## config.mk

```make
export PLATFORM = sky130hd
export DESIGN_NAME = pc_fleet_placer_flat
export DESIGN_NICKNAME = d
export VERILOG_FILES = /design/src/rtl/battleship_pkg.sv /design/src/rtl/pc_fleet_placer_if.sv /design/src/rtl/lfsr16.sv /design/src/rtl/pc_fleet_placer.sv /design/src/flat_wrapper.sv
export SDC_FILE = /design/constraint.sdc
export NUM_CORES = 1
export LEC_CHECK = 0
export ABC_AREA = 0
export BUFFER_PORTS_ARGS = -buffer_cell sky130_fd_sc_hd__buf_2
export CORE_UTILIZATION = 55
export CTS_BUF_LIST = sky130_fd_sc_hd__clkbuf_2 sky130_fd_sc_hd__clkbuf_4 sky130_fd_sc_hd__clkbuf_8
export CTS_CLUSTER_SIZE = 28
export DETAILED_ROUTE_END_ITERATION = 6
export GPL_ROUTABILITY_DRIVEN = 1
export PLACE_DENSITY = 0.74
export SLEW_MARGIN = 20
export SYNTH_ARGS = -nofsm -noshare
export SYNTH_HDL_FRONTEND = slang
export SYNTH_SLANG_ARGS = --single-unit
```

## constraint.sdc

```tcl
create_clock -name clk -period 8.4 [get_ports clk]
set_clock_uncertainty 0.2 [all_clocks]
set_input_delay 2.1 -clock clk [delete_from_list [all_inputs] [get_ports clk]]
set_output_delay 2.1 -clock clk [all_outputs]
set_load 0.01 [all_outputs]
```

## src/rtl/battleship_pkg.sv

```systemverilog
// Shared definitions for the battleship board logic: cell codes, board
// geometry, the board type and the fleet placer state encoding.
package battleship_pkg;

  localparam int BOARD_N   = 5;
  localparam int MAX_SHIPS = 5;

  typedef logic [1:0] cell_t;

  localparam cell_t CELL_WATER = 2'b00;
  localparam cell_t CELL_SHIP  = 2'b01;
  localparam cell_t CELL_HIT   = 2'b10;
  localparam cell_t CELL_MISS  = 2'b11;

  // Indexed as board[row][col].
  typedef cell_t [BOARD_N-1:0][BOARD_N-1:0] board_t;

  typedef enum logic [2:0] {
    PL_IDLE,
    PL_CLEAR,
    PL_PICK,
    PL_CHECK,
    PL_COMMIT,
    PL_FALLBACK,
    PL_DONE
  } placer_state_t;

  // Requested ship count limited to what fits the board.
  function automatic logic [2:0] clamp_ships(input logic [2:0] req);
    return (req > 3'(MAX_SHIPS)) ? 3'(MAX_SHIPS) : req;
  endfunction

  // Fixed layout: ship of length L on row L-1, cols 0..L-1, for L=1..n.
  function automatic board_t fallback_board(input logic [2:0] n);
    board_t b;
    for (int r = 0; r < BOARD_N; r++) begin
      for (int c = 0; c < BOARD_N; c++) begin
        b[r][c] = (r < int'(n) && c <= r) ? CELL_SHIP : CELL_WATER;
      end
    end
    return b;
  endfunction

endpackage

```

## src/rtl/pc_fleet_placer_if.sv

```systemverilog
// Setup-phase request / PC board result bundle between the game setup logic
// (master) and the fleet placer (slave).
interface pc_fleet_placer_if;
  import battleship_pkg::*;

  logic       start;
  logic [2:0] ship_count;
  board_t     tablero_pc;
  logic [2:0] pc_ships;
  logic       busy;
  logic       done;
  logic       placement_fallback;

  modport master (
    output start, ship_count,
    input  tablero_pc, pc_ships, busy, done, placement_fallback
  );

  modport slave (
    input  start, ship_count,
    output tablero_pc, pc_ships, busy, done, placement_fallback
  );

endinterface

```

## src/rtl/lfsr16.sv

```systemverilog
// Free-running 16-bit Fibonacci LFSR, taps 16,14,13,11. Loads seed on reset.
module lfsr16 (
  input  logic        clk,
  input  logic        rst,
  input  logic [15:0] seed,
  output logic [15:0] q
);

  logic [15:0] q_q;
  logic        fb;

  assign fb = q_q[15] ^ q_q[13] ^ q_q[12] ^ q_q[10];

  // Shift every cycle; the seed must be non-zero or the sequence sticks at 0.
  always_ff @(posedge clk) begin
    if (rst) q_q <= seed;
    else     q_q <= {q_q[14:0], fb};
  end

  assign q = q_q;

endmodule

```

## src/rtl/pc_fleet_placer.sv

```systemverilog
// Builds the computer's fleet on the 5x5 board: random placement, largest
// ship first, with a bounded retry count per ship and a fixed fallback layout.
//
// state    | meaning
// ---------+---------------------------------------------------------------
// IDLE     | board held, waiting for start
// CLEAR    | wipe board and counters, load L=N
// PICK     | sample LFSR for origin/orientation, reject if off-board
// CHECK    | walk the candidate cells one per cycle, reject on overlap
// COMMIT   | write the ship one cell per cycle, then next ship or done
// FALLBACK | too many rejects: write the fixed staircase layout
// DONE     | one-cycle done pulse, drop busy
module pc_fleet_placer
  import battleship_pkg::*;
#(
  parameter int          MAX_TRIES = 32,
  parameter logic [15:0] SEED      = 16'hACE1
) (
  input  logic              clk,
  input  logic              rst,
  pc_fleet_placer_if.slave  bus
);

  localparam int         TW  = (MAX_TRIES < 2) ? 1 : $clog2(MAX_TRIES + 1);
  localparam logic [2:0] BN3 = 3'(BOARD_N);
  localparam logic [3:0] BN4 = 4'(BOARD_N);

  placer_state_t state_q;
  board_t        board_q;
  logic [2:0]    pc_ships_q;
  logic          busy_q;
  logic          done_q;
  logic          fallback_q;
  logic [2:0]    n_q;
  logic [2:0]    len_q;
  logic [2:0]    idx_q;
  logic [2:0]    row_q;
  logic [2:0]    col_q;
  logic          vert_q;
  logic [TW-1:0] tries_q;

  logic [15:0] lfsr;
  logic        unused_lfsr;

  lfsr16 u_lfsr (
    .clk  (clk),
    .rst  (rst),
    .seed (SEED),
    .q    (lfsr)
  );

  assign unused_lfsr = ^lfsr[15:7];

  // Candidate taken straight from the LFSR in PICK.
  logic [2:0] pick_row, pick_col;
  logic       pick_vert;
  logic [3:0] pick_end_r, pick_end_c;
  logic       pick_ok;

  assign pick_row   = lfsr[2:0];
  assign pick_col   = lfsr[5:3];
  assign pick_vert  = lfsr[6];
  assign pick_end_r = {1'b0, pick_row} + {1'b0, len_q};
  assign pick_end_c = {1'b0, pick_col} + {1'b0, len_q};
  assign pick_ok    = (pick_row < BN3) && (pick_col < BN3) &&
                      (pick_vert ? (pick_end_r <= BN4) : (pick_end_c <= BN4));

  // Cell currently being checked or written.
  logic [2:0] cur_r, cur_c;
  logic       idx_last;
  logic       tries_last;

  assign cur_r      = row_q + (vert_q ? idx_q : 3'd0);
  assign cur_c      = col_q + (vert_q ? 3'd0 : idx_q);
  assign idx_last   = (idx_q == len_q - 3'd1);
  assign tries_last = (int'(tries_q) + 1 >= MAX_TRIES);

  // Placement FSM; all outputs are registered here.
  always_ff @(posedge clk) begin
    if (rst) begin
      state_q    <= PL_IDLE;
      board_q    <= '0;
      pc_ships_q <= 3'd0;
      busy_q     <= 1'b0;
      done_q     <= 1'b0;
      fallback_q <= 1'b0;
      n_q        <= 3'd0;
      len_q      <= 3'd0;
      idx_q      <= 3'd0;
      row_q      <= 3'd0;
      col_q      <= 3'd0;
      vert_q     <= 1'b0;
      tries_q    <= '0;
    end else begin
      done_q <= 1'b0;
      case (state_q)
        PL_IDLE: begin
          if (bus.start) begin
            n_q     <= clamp_ships(bus.ship_count);
            busy_q  <= 1'b1;
            state_q <= PL_CLEAR;
          end
        end
        PL_CLEAR: begin
          board_q    <= '0;
          pc_ships_q <= 3'd0;
          fallback_q <= 1'b0;
          tries_q    <= '0;
          idx_q      <= 3'd0;
          len_q      <= n_q;
          state_q    <= (n_q == 3'd0) ? PL_DONE : PL_PICK;
        end
        PL_PICK: begin
          if (MAX_TRIES == 0) begin
            state_q <= PL_FALLBACK;
          end else if (pick_ok) begin
            row_q   <= pick_row;
            col_q   <= pick_col;
            vert_q  <= pick_vert;
            idx_q   <= 3'd0;
            state_q <= PL_CHECK;
          end else begin
            tries_q <= tries_q + TW'(1);
            if (tries_last) state_q <= PL_FALLBACK;
          end
        end
        PL_CHECK: begin
          if (board_q[cur_r][cur_c] != CELL_WATER) begin
            tries_q <= tries_q + TW'(1);
            state_q <= tries_last ? PL_FALLBACK : PL_PICK;
          end else if (idx_last) begin
            idx_q   <= 3'd0;
            state_q <= PL_COMMIT;
          end else begin
            idx_q <= idx_q + 3'd1;
          end
        end
        PL_COMMIT: begin
          board_q[cur_r][cur_c] <= CELL_SHIP;
          if (idx_last) begin
            idx_q      <= 3'd0;
            pc_ships_q <= pc_ships_q + 3'd1;
            tries_q    <= '0;
            len_q      <= len_q - 3'd1;
            state_q    <= (len_q == 3'd1) ? PL_DONE : PL_PICK;
          end else begin
            idx_q <= idx_q + 3'd1;
          end
        end
        PL_FALLBACK: begin
          board_q    <= fallback_board(n_q);
          pc_ships_q <= n_q;
          fallback_q <= 1'b1;
          state_q    <= PL_DONE;
        end
        PL_DONE: begin
          done_q  <= 1'b1;
          busy_q  <= 1'b0;
          state_q <= PL_IDLE;
        end
        default: state_q <= PL_IDLE;
      endcase
    end
  end

  assign bus.tablero_pc         = board_q;
  assign bus.pc_ships           = pc_ships_q;
  assign bus.busy               = busy_q;
  assign bus.done               = done_q;
  assign bus.placement_fallback = fallback_q;

endmodule

```

## src/flat_wrapper.sv

```systemverilog
// flat-port wrapper written by rule: the top's interface ports become plain ports
module pc_fleet_placer_flat import battleship_pkg::*;
#(
  parameter int          MAX_TRIES = 32,
  parameter logic [15:0] SEED      = 16'hACE1
)
  (clk, rst, bus_start, bus_ship_count, bus_tablero_pc, bus_pc_ships, bus_busy, bus_done, bus_placement_fallback);
  pc_fleet_placer_if bus_i ();
  input  logic clk;
  input  logic rst;
  input wire logic [$bits(bus_i.start)-1:0] bus_start;
  input wire logic [$bits(bus_i.ship_count)-1:0] bus_ship_count;
  output wire logic [$bits(bus_i.tablero_pc)-1:0] bus_tablero_pc;
  output wire logic [$bits(bus_i.pc_ships)-1:0] bus_pc_ships;
  output wire logic [$bits(bus_i.busy)-1:0] bus_busy;
  output wire logic [$bits(bus_i.done)-1:0] bus_done;
  output wire logic [$bits(bus_i.placement_fallback)-1:0] bus_placement_fallback;
  assign bus_i.start = bus_start;
  assign bus_i.ship_count = bus_ship_count;
  assign bus_tablero_pc = bus_i.tablero_pc;
  assign bus_pc_ships = bus_i.pc_ships;
  assign bus_busy = bus_i.busy;
  assign bus_done = bus_i.done;
  assign bus_placement_fallback = bus_i.placement_fallback;
  pc_fleet_placer #(.MAX_TRIES(MAX_TRIES), .SEED(SEED)) u_core (.clk(clk), .rst(rst), .bus(bus_i));
endmodule
```

# Word level (Yosys, flattened, before mapping)
# Index checks and enable logic that the tools add are counted.
# classes
n_addsub	9
multipliers	0
n_div	0
n_lt_le_gt_ge	15
eq_ne	16
shifts	0
muxes	44
n_bitwise	6
n_reduce_logical	20
# ops
op	n
50-bit one-hot mux with 3 select lines	1
3-bit two-way mux	17
32-bit by 7-bit greater-or-equal comparator with 1-bit output, second input constant	1
10-bit binary-select mux with 3-bit select	1
10-bit demux with 3-bit select	1
25-bit AND	1
25-bit inverter	1
25-bit OR	1
6-bit one-hot mux with 4 select lines	1
10-bit two-way mux	2
6-bit two-way mux	3
3-bit one-hot mux with 6 select lines	1
3-bit one-hot mux with 4 select lines	1
2-bit AND reduction	5
3-bit == test, second input constant	3
3-bit one-hot mux with 3 select lines	1
3-bit by 3-bit adder with 4-bit output	2
4-bit by 3-bit <= comparator with 1-bit output, second input constant	2
3-bit by 4-bit less-than comparator with 1-bit output, second input constant	2
1-bit two-way mux	8
4-bit AND reduction	2
2-bit nonzero test	4
6-bit by 1-bit adder with 7-bit output, second input constant	1
3-bit by 1-bit adder with 3-bit output, second input constant	2
26 further kinds	46
# totals
ff_bits	97
latch_bits	0
mem_bits_rw	0
rom_bits	0
in_bits	6
output_inout_bits	56
mem_count	0

# Depth between registers and ports, before layout
# Gate-level depths: netlist (run 1).
# depth
ltp_word	11
mapped_depth	15
mapped_depth_nobuf	13

# Hierarchy
# A second synthesis (run 1) with hierarchy kept.
# unflattened
hier_cells	580
area_unflattened_um2	5228.8
# modules_own_cells
module	n_inst	cells_per_inst	area_per_inst_um2	seq_area_each_um2
pc_fleet_placer	1	542	4643.2	1621.6
lfsr16	1	38	585.6	320.3

# Worst setup path after synthesis (run 1)
# OpenSTA, ideal clock, no wires.
# synth_timing
path_type	register -> register
start	reg u_core.idx_q[0]
end	reg u_core.tries_q[0]
setup_time_ns	0.121
arrival_ns	3.498
slack_ns	4.580
path_stages_with_launch	14
cell_sequence	dfxtp_1 -> buf_2 -> nand3_1 -> fa_1 -> xor2_2 -> xnor2_1 -> buf_2 -> mux2_4 -> a2bb2oi_2 -> o211ai_1 -> a211oi_4 -> a311o_1 -> nor3_4 -> mux2_4
# synth_via
elab_chain_len	9
word_cells_on_any_way	13
classes_between	add/sub: 2; eq/ne: 3; mux: 6; reduce/logical: 2
# synth_lines
item	line	source
start: declaration	pc_fleet_placer.sv:36	logic [2:0] idx_q;
start signal: assignment	pc_fleet_placer.sv:135	idx_q <= idx_q + 3'd1;
start signal: assignment	pc_fleet_placer.sv:147	idx_q <= idx_q + 3'd1;
3-bit two-way mux	pc_fleet_placer.sv:73	assign cur_r = row_q + (vert_q ? idx_q : 3'd0);
3-bit adder	pc_fleet_placer.sv:73	
10-bit binary-select mux with 3-bit select	pc_fleet_placer.sv:128	if (board_q[cur_r][cur_c] != CELL_WATER) begin
10-bit two-way mux (implied by the code)	pc_fleet_placer.sv:128	
2-bit binary-select mux with 3-bit select	pc_fleet_placer.sv:128	
2-bit two-way mux (implied by the code)	pc_fleet_placer.sv:128	
2-bit nonzero test	pc_fleet_placer.sv:128	
2-bit by 1-bit inequality test with 1-bit output (no source line)	--	
4-bit AND reduction (no source line) *	--	
end signal: assignment	pc_fleet_placer.sv:123	tries_q <= tries_q + TW'(1);
end signal: assignment	pc_fleet_placer.sv:129	tries_q <= tries_q + TW'(1);
end: declaration	pc_fleet_placer.sv:40	logic [TW-1:0] tries_q;
# Every way passes the cells marked *; elsewhere a longest branch is shown, timed or not. The select of a mux whose other input is x is not followed.
# A chain may end at the register's enable or synchronous reset.

# Worst setup path in the final report (run 1)
# Same ends and word-level chain as after synthesis.

==> impl_metrics.yaml, run 1 <==
run_status:
  status: "completed"
setup_path:
  start_kind: "flip-flop"
  crit_type: "reg -> reg"
  r2r_end: "u_core.tries_q[0]$_SDFFE_PP0P_"
  worstPathCellList: "nor2b_1 -> ha_1 -> inv_1 -> fa_1 -> xnor2_1 -> xor2_1 -> nor3_1 -> a32oi_1 -> o211ai_1 -> a211oi_4 -> a311o_1 -> nor3_4 -> mux2_4"
  rr_startpoint: "u_core.idx_q[0]$_SDFFE_PP0P_"
  worst-path-buf-inv: 1
  r2r_setup_slack_ns: 3.75
  cp-startpoint: "u_core.idx_q[0]$_SDFFE_PP0P_"
  cp_num_cells: 13
  critPathMaxStageDelay_ns: 0.72
  cp_slowest_cell: "xor2_1"
  cp_data_arrival_time_ns: 4.71
  worst-path-max-fanout: 13
  critPathCaptureType: "flip-flop"
  rr_worst_depth: 13
  cp.required_ns: 8.47
  path_delay_family: "compound AO/OA/AOI/OAI gates"
clocking:
  clkSinkCount: 97
  clk_transition_reported_paths_ns: 0.10
  tritoncts: "done"
  clockRootBuffer: "clkbuf_8"
  htreeDepth: 3
  clock_latency_ns: 0.37
  cts_buffers: 9
  ctsLongestPathBuffers: 2
  ctsResizeCount: 0
  postCtsSetupRepairBufs: 0
  hold_buffers: 0
final_layout:
  nets: 660
  areaGrowthSynthToFinish_pct: 11.5
  diodes: 0
  drive_gt1_frac: 0.171
  fin_cells: 750
drt:
  top_layer: "met4"
  vias: 4676
  wl_um: 13700
  vias_per_cell: 6.23
  wl_met3_um: 1190
  drtIter0Drc: 436
  wl_per_cell_um: 18.2
  antenna_left: 0
  drtPass1Iterations: 5
  drcViolationCount: 0
  wl_met1_um: 6250
  dr_wl_met2_um: 5990
logic_synthesis:
  ys_seq_area_frac: 0.394
  synth_nets: 615
  synthTopCellsByArea: "dfxtp_1 39%, a21oi_1 6.6%, nor2_1 5.5%, nand2_1 4.6%, ha_1 3.0%"
  yosys.area.top_type: "dfxtp_1"
  synthAdderAreaFrac: 0.0467
  synth_top_family_by_area: "simple AND/OR/NAND/NOR gates"
  synthArstFlopShare: 0
  synth_edf_count: 0
  synth_cell_type_count: 67
  synth_cells: 593
  synth_compound_area_frac: 0.220
  synthFlopType: "dfxtp_1"
  synth_top_cell_area_share: 0.394
  syn_area_per_cell_um2: 8.32
  netlist_area_um2: 4930
  synth-seq-cells: 97
  yosysWarnings: 0
  muxShareOfSynthArea: 0.0360
  synthSimpleGateAreaFrac: 0.234
  synthXorXnorAreaFrac: 0.0297
power:
  leakage_nw: 2.25
  ir_drop_mv: 0.112
  power_density_nw_per_um2: 228
worst_hold_path:
  hp-start: "u_core.u_lfsr.q[14]$_SDFF_PP0_"
  hold_end: "u_core.u_lfsr.q[15]$_SDFF_PP1_"
  hp-class: "reg -> reg"
  holdPathStages: 1
timing:
  fmax_mhz: 215
  hold_viol: 0
  min_period_over_period: 0.553
  fin_tns_setup_ns: 0
  rsz0062_at_grt: "no"
  worst_pin_slew_ns: 0.982
  finalSetupViolCount: 0
  drv_slew: 0
  fin_crit_ns: 4.65
  relSlewSlack: 0.343
die:
  core_area_um2: 8720
  fp.dieW_um: 96.7
  row_count: 34
  fp.dieH_um: 96.7
  ios: 62
  die-area_um2: 9350
  start_util: 0.565
place:
  dp_hpwl_um: 9930
  place_inst: 735
  portBuffers: 61
  gp_congestion: 0.959
global_routing:
  grt_pass1_wl_um: 22500
  grt_max_degree: 60
  grt_usage: 0.295
  overflow: 0
  grt_pass1_vias: 4350
  antenna_found_initial: 0
job:
  cap_violations: 0
cells in the mapped netlist (all sizes together), types with 4 or more instances:
master / number
or2: 7
nor3b: 5
mux2i: 8
nand2: 62
a21oi: 65
nor3: 24
a221oi: 8
a31oi: 15
a211oi: 6
inv: 16
clkbuf: 22
nor2b: 17
a31o: 5
xor2: 8
nor2: 72
nor4: 6
and3: 11
o21ai: 22
ha: 12
nand2b: 9
fa: 4
mux2: 6
buf: 11
nand3: 19
xnor2: 7
a2111oi: 7
dfxtp: 97
registers in the layout, indices dropped and copies added (netlist names), 3 cells and up:
signal                 flops
u_core.row_q               3
u_core.len_q               3
u_core.tries_q             6
u_core.bus.pc_ships        3
u_core.col_q               3
u_core.idx_q               3
u_core.state_q             3
u_core.bus.tablero_pc     50
u_core.n_q                 3
u_core.u_lfsr.q           16
final cells by class:
type	count	area (um^2)
fillers	765	3220
multi-input cells	447	2790
flip-flops and latches	97	1940
repair buffers	67	350
clock buffers	12	153
well taps	108	135
clock inverters	3	65.1
inverters	16	60.1
cells in the final DEF, fill, tap and decap left out, types with 6 or more instances in the layout:
master,netlist,routed
nor2_1,72,72
nor4_1,6,6
nand3_1,19,19
buf_4,1,6
xor2_1,6,6
a21oi_1,65,65
inv_1,16,16
a221oi_1,8,8
and3_1,11,11
nor3_1,22,22
nor2b_1,17,17
nand2b_1,9,9
mux2i_1,8,8
xnor2_1,7,7
buf_2,6,61
or2_2,6,6
clkbuf_8,0,10
nand2_1,60,60
dfxtp_1,97,97
a31oi_1,15,15
ha_1,12,12
o21ai_0,21,21
through the flow:
step / instance area [um^2] / total power (W) / setup WS (ns) / hold slack [ns] / util
detailed placement: 5280 / 0.000910 / 3.75 / 0.196 / 0.606
CTS: 5500 / 0.00125 / 3.75 / 0.215 / 0.631
floorplan: 4930 / 0.000822 / 4.58 / 0.189 / -
global placement: 5280 / 0.000905 / 3.87 / 0.192 / 0.606
global route: 5500 / 0.00131 / 3.48 / 0.249 / 0.631
finish: 5500 / 0.00125 / 3.75 / 0.215 / 0.631
layer usage:
| metal | track usage | vias to the layer above |
|---|---|---|
| li1 | - | 2208 |
| met3 | 0.0571 | 20 |
| met4 | 0.0907 | 0 |
| met1 | 0.429 | 2223 |
| met5 | 0 | - |
| met2 | 0.440 | 225 |
kinds of logic (layout without fill, tap and decap cells):
family | after synthesis | count (layout)
fa+ha+maj | 16 | 16
xor+xnor | 15 | 15
simple gates | 240 | 240
buf+inv | 49 | 98
flops | 97 | 97
mux | 15 | 15
compound gates | 161 | 161
worst register-to-register path, cell delays in order (launching register included):
cell and delay (ns):
dfxtp_1 0.61, nor2b_1 0.20, ha_1 0.16, inv_1 0.05, fa_1 0.40, xnor2_1 0.33
xor2_1 0.72, nor3_1 0.32, a32oi_1 0.26, o211ai_1 0.15, a211oi_4 0.43, a311o_1 0.35
nor3_4 0.08, mux2_4 0.29
worst max-delay path by stage:
stage,to,slack [ns]
after floorplan,u_core.tries_q[0]$_SDFFE_PP0P_,4.58
after global placement,u_core.tries_q[0]$_SDFFE_PP0P_,3.87
after detailed placement,u_core.tries_q[0]$_SDFFE_PP0P_,3.75
after CTS,u_core.tries_q[0]$_SDFFE_PP0P_,3.75
after global routing,u_core.tries_q[0]$_SDFFE_PP0P_,3.48
final,u_core.tries_q[0]$_SDFFE_PP0P_,3.75
where the power goes:
part / switching (W) / total [W] / internal, W
registers: 0.0000568 / 0.000543 / 0.000486
clock network: 0.000160 / 0.000341 / 0.000181
logic: 0.000242 / 0.000369 / 0.000127
No activity file was read; power rests on OpenSTA's default activity.
==> inputs of run 2 (changes only) <==
ABC_AREA = 1   (was 0)
clock period = 4.8 ns   (was 8.4 ns; I/O delays follow)
==> impl_metrics.yaml, run 2 <==
final_layout:
  nets: 804
  seq_area_um2: 1940
  largest_reg_flops: 50
  diodes: 0
  layout_common_cells: "185 x nand2_1, 113 x nor2_1, 97 x dfxtp_1"
  areaGrowthSynthToFinish_pct: 10.0
  fillCellCount: 838
  final_common_cell: "nand2_1"
  multi_input_area_um2: 2600
  fin_cells: 895
  drive_gt1_frac: 0.165
timing:
  fin_tns_setup_ns: 0
  finalSetupViolCount: 0
  hold_viol: 0
  worst_pin_slew_ns: 0.909
  relSlewSlack: 0.391
  drv_slew: 0
  min_period_over_period: 0.727
  rsz0062_at_grt: "no"
  fin_crit_ns: 3.49
  fmax_mhz: 287
  whs_ns: 0.216
drt:
  vias: 4873
  wl_um: 13200
  vias_per_cell: 5.44
  antenna_left: 0
  drtPass1Iterations: 7
  wl_per_cell_um: 14.8
  drtIter0Drc: 343
  drcViolationCount: 8
clocking:
  tritoncts: "done"
  clockRootBuffer: "clkbuf_8"
  ctsLongestPathBuffers: 2
  cts_buffers: 9
  htreeDepth: 3
  clock_latency_ns: 0.37
  hold_buffers: 0
  clkSinkCount: 97
  clk_transition_reported_paths_ns: 0.10
  postCtsSetupRepairBufs: 0
  ctsResizeCount: 0
logic_synthesis:
  yosys.area.top_type: "dfxtp_1"
  synth_common_cells: "185 x nand2_1, 113 x nor2_1, 97 x dfxtp_1"
  synth_nets: 753
  synthFlopType: "dfxtp_1"
  yosysWarnings: 0
  synthTopCellsByArea: "dfxtp_1 39%, nand2_1 14%, nor2_1 8.4%, inv_1 6.3%, a21oi_1 4.2%"
  synth_edf_count: 0
  netlist_area_um2: 5040
  synth_cells: 731
  ys_seq_area_frac: 0.385
  yosysMostFrequentCell: "nand2_1"
  synth_top_cell_area_share: 0.385
  synth-seq-cells: 97
  synthArstFlopShare: 0
  syn_area_per_cell_um2: 6.89
  synth_cell_type_count: 39
global_routing:
  overflow: 0
  grt_pass1_vias: 4571
  grt_pass1_wl_um: 22200
  grt_max_degree: 43
  grt_usage: 0.292
  antenna_found_initial: 0
setup_path:
  cp_data_arrival_time_ns: 3.56
  crit_type: "reg -> reg"
  rr_startpoint: "u_core.idx_q[0]$_SDFFE_PP0P_"
  r2r_setup_slack_ns: 1.31
  start_kind: "flip-flop"
  cp.required_ns: 4.87
  critPathCaptureType: "flip-flop"
  cp-startpoint: "u_core.idx_q[0]$_SDFFE_PP0P_"
  worst-path-max-fanout: 13
place:
  portBuffers: 61
  gp_congestion: 0.916
  dp_hpwl_um: 9740
  place_inst: 879
power:
  ir_drop_mv: 0.239
  p_seq_frac: 0.364
  internal_power_w: 0.00146
  power_density_nw_per_um2: 493
  swShare: 0.467
  power_frac_comb: 0.447
  p_clk_frac: 0.189
  switchingPower_w: 0.00127
  leakage_nw: 2.59
die:
  fp.dieW_um: 97.7
  row_count: 34
  start_util: 0.572
  fp.dieH_um: 97.7
  core_area_um2: 8810
  die-area_um2: 9550
  ios: 62
run_status:
  violations: "design-rule violations"
  status: "finished with violations"
worst_hold_path:
  hp-class: "reg -> reg"
  hp-start: "u_core.u_lfsr.q[7]$_SDFF_PP1_"
job:
  cap_violations: 0
[run 2: changes by cell type after synthesis, moves of 9 or more]
cell | previous run | this run
nor2_1 | 72 | 113
and3_1 | 11 | 0
nand2_2 | 1 | 13
nand2_1 | 60 | 185
inv_1 | 16 | 85
clkbuf_1 | 22 | 12
nand3_1 | 19 | 34
nor3_1 | 22 | 8
nor2b_1 | 17 | 0
nand2b_1 | 9 | 0
a21oi_1 | 65 | 42
[run 2: final cells by class]
cell class                      instances  area share
Multi-Input combinational cell        516       0.469
Inverter                               95      0.0652
Clock buffer                            9      0.0223
Tap cell                              108      0.0244
Sequential cell                        97       0.350
Clock inverter                          7      0.0108
Timing Repair Buffer                   63      0.0578
[run 2: cell families after synthesis]
group,count (synthesis),synth area share
compound gates,107,0.120
simple gates,384,0.335
xor+xnor,9,0.0156
flops,97,0.385
fa+ha+maj,16,0.0457
buf+inv,118,0.0984
[run 2: final timing paths]
| check | end | cells after the start |
|---|---|---|
| setup / recovery | u_core.tries_q[3]$_SDFFE_PP0P_ | 15 |
| hold / removal | u_core.u_lfsr.q[8]$_SDFF_PP0_ | 2 |
| setup reg to reg | u_core.tries_q[3]$_SDFFE_PP0P_ | 15 |
| hold reg to reg | u_core.u_lfsr.q[8]$_SDFF_PP0_ | 2 |
[run 2: stage by stage]
step                      setup slack [ns]  total power, W  instance area [um^2]   util
after floorplan                       2.07         0.00194                  5040      -
after global placement                1.47         0.00217                  5360  0.609
after detailed placement              1.35         0.00220                  5360  0.609
after CTS                             1.34         0.00272                  5540  0.629
after global routing                  1.06         0.00293                  5540  0.629
final                                 1.31         0.00273                  5540  0.629
[run 2: worst max-delay path: stages (launching register included)]
cell     delay (ns)
dfxtp_1        0.54
nand3_4        0.22
fa_1           0.85
inv_1          0.38
nor2_4         0.24
nand2_1        0.07
nand2_1        0.06
inv_1          0.04
nand2_1        0.07
nand2_2        0.07
nor2_4         0.15
nand3_2        0.11
nand2_4        0.14
inv_4          0.06
o21ai_1        0.12
nor2_1         0.05
[run 2: power groups by stage]
| stage | Combinational [W] | Sequential (W) | Clock, W |
|---|---|---|---|
| after floorplan | 0.000952 | 0.000984 | 0 |
| after global placement | 0.00117 | 0.00101 | 0 |
| after detailed placement | 0.00119 | 0.00101 | 0 |
| after CTS | 0.00120 | 0.000993 | 0.000525 |
| after global routing | 0.00137 | 0.00101 | 0.000552 |
| final | 0.00122 | 0.000994 | 0.000517 |
[run 2: layer usage]
layer	up-vias	wire [um]	global-route usage
met5	-	0	0
met4	0	153	0.0816
met3	14	728	0.0446
met2	156	5850	0.455
met1	2289	6480	0.420
li1	2414	-	-
==> inputs of run 3 (changes only) <==
CORE_UTILIZATION = 54   (was 55)
PLACE_DENSITY = 0.76   (was 0.74)
clock period = 2.99 ns   (was 4.8 ns; I/O delays follow)
==> impl_metrics.yaml, run 3 (synthesis gave the netlist of run 2 again) <==
setup_path:
  critPathMaxStageDelay_ns: 0.54
  worst-path-max-fanout: 7
  cp_data_arrival_time_ns: 2.85
  worstPathCellList: "nor2_1 -> ha_1 -> inv_1 -> fa_2 -> inv_1 -> nor2_2 -> inv_1 -> nor2_2 -> nand2_1 -> nor2_1 -> nand2_1 -> nand2_2 -> nor2_4 -> nand2_2 -> nand2_2 -> nand2_4 -> inv_2 -> nor2_1 -> nor2_1"
  crit_type: "reg -> reg"
  cp.required_ns: 3.05
  start_kind: "flip-flop"
  critPathCaptureType: "flip-flop"
  cp_slowest_cell: "fa_2"
  cpMostUsedCell: "nor2_1"
global_routing:
  grt_max_degree: 26
  overflow: 0
  antenna_found_initial: 0
  grt_pass1_wl_um: 22600
  grt_usage: 0.293
  grt_pass1_vias: 4690
place:
  place_inst: 891
  portBuffers: 61
  dp_hpwl_um: 10100
  gp_congestion: 0.953
  placed_cell_area_um2: 5460
  dp_slack_ns: 0.0975
final_layout:
  drive_gt1_frac: 0.194
  largest_reg_flops: 50
  final_cell_area_um2: 5770
  layout_common_cells: "185 x nand2_1, 108 x nor2_1, 95 x dfxtp_1"
  diodes: 0
  fillCellCount: 803
  final_common_cell: "nand2_1"
  fin_cells: 909
  nets: 820
  areaGrowthSynthToFinish_pct: 14.5
timing:
  finalSetupViolCount: 0
  fin_crit_ns: 2.79
  worst_pin_slew_ns: 0.873
  relSlewSlack: 0.412
  whs_ns: 0.203
  hold_viol: 0
  fmax_mhz: 358
  setup_ws_ns: 0.200
  min_period_over_period: 0.933
  drv_slew: 0
drt:
  wl_um: 13700
  vias: 4903
  antenna_left: 0
  drtIter0Drc: 273
  drcViolationCount: 0
  wl_per_cell_um: 15.1
  drtPass1Iterations: 5
  vias_per_cell: 5.39
clocking:
  cts_buffers: 9
  ctsLongestPathBuffers: 2
  htreeDepth: 3
  clkSinkCount: 97
  clock_latency_ns: 0.37
  tritoncts: "done"
  clk_transition_reported_paths_ns: 0.09
  clockRootBuffer: "clkbuf_8"
power:
  power.total_w: 0.00473
  ir_drop_mv: 0.450
  leakage_nw: 2.70
  power_density_nw_per_um2: 820
die:
  row_count: 34
  core_area_um2: 8890
  ios: 62
  start_util: 0.567
  fp.dieH_um: 98.6
  die-area_um2: 9720
  fp.dieW_um: 98.6
run_status:
  status: "completed"
worst_hold_path:
  hp-class: "reg -> reg"
job:
  cap_violations: 0
[run 3: cell types whose count changed in the layout (fill, tap and decap cells not counted), sizes merged]
cell	delta
clkbuf	+2
nand2	+1
inv	-4
clkinv	-3
buf	+15
bufinv	+3
[run 3: area by class of cell]
cell class / instances / area (um^2) / area share
flip-flops and latches: 97 / 1940 / 0.337
repair buffers: 78 / 449 / 0.0779
inverters: 95 / 362 / 0.0627
well taps: 108 / 135 / 0.0234
clock buffers: 11 / 145 / 0.0252
clock inverters: 3 / 90.1 / 0.0156
multi-input cells: 517 / 2640 / 0.458
[run 3: layer usage]
metal,track usage,part of all wire
met5,0,0
met4,0.0918,0.013
met3,0.0426,0.071
met2,0.476,0.46
met1,0.403,0.46
[run 3: critical path: cells and delay by family, from the launching register on]
kind / cells / cell delay (ns)
and+or+nand+nor: 13 / 1.16
adders and majority gates: 2 / 0.69
DFF: 1 / 0.37
buffers and inverters: 4 / 0.27
[run 3: worst paths after layout]
path / start / cells past startpoint / slack (ns) / end
worst min-delay path: u_core.u_lfsr.q[8]$_SDFF_PP0_ / 2 / 0.20 / u_core.u_lfsr.q[9]$_SDFF_PP0_
worst max-delay path: u_core.vert_q$_SDFFE_PP0P_ / 19 / 0.20 / u_core.idx_q[1]$_SDFFE_PP0P_
worst max register to register: u_core.vert_q$_SDFFE_PP0P_ / 19 / 0.20 / u_core.idx_q[1]$_SDFFE_PP0P_
worst min register to register: u_core.u_lfsr.q[8]$_SDFF_PP0_ / 2 / 0.20 / u_core.u_lfsr.q[9]$_SDFF_PP0_
[run 3: metrics by stage]
step / TNS (ns) / util
finish: 0 / 0.648
global route: -0.00000711 / 0.648
floorplan: 0 / -
detailed placement: 0 / 0.614
CTS: 0 / 0.641
global placement: 0 / 0.614
[run 3: power breakdown]
group / leakage [nW] / switching [W] / internal, W
Combinational: 1.79 / 0.00144 / 0.000677
Sequential: 0.791 / 0.000150 / 0.00144
Clock: 0.119 / 0.000450 / 0.000580
Total: 2.70 / 0.00204 / 0.00269
[run 3: repair_timing]
item                       in CTS  in global routing
gates resized for setup         0                 14
buffers inserted                0                  3
hold buffers                    0                  0
setup endpoints to repair       0                 13
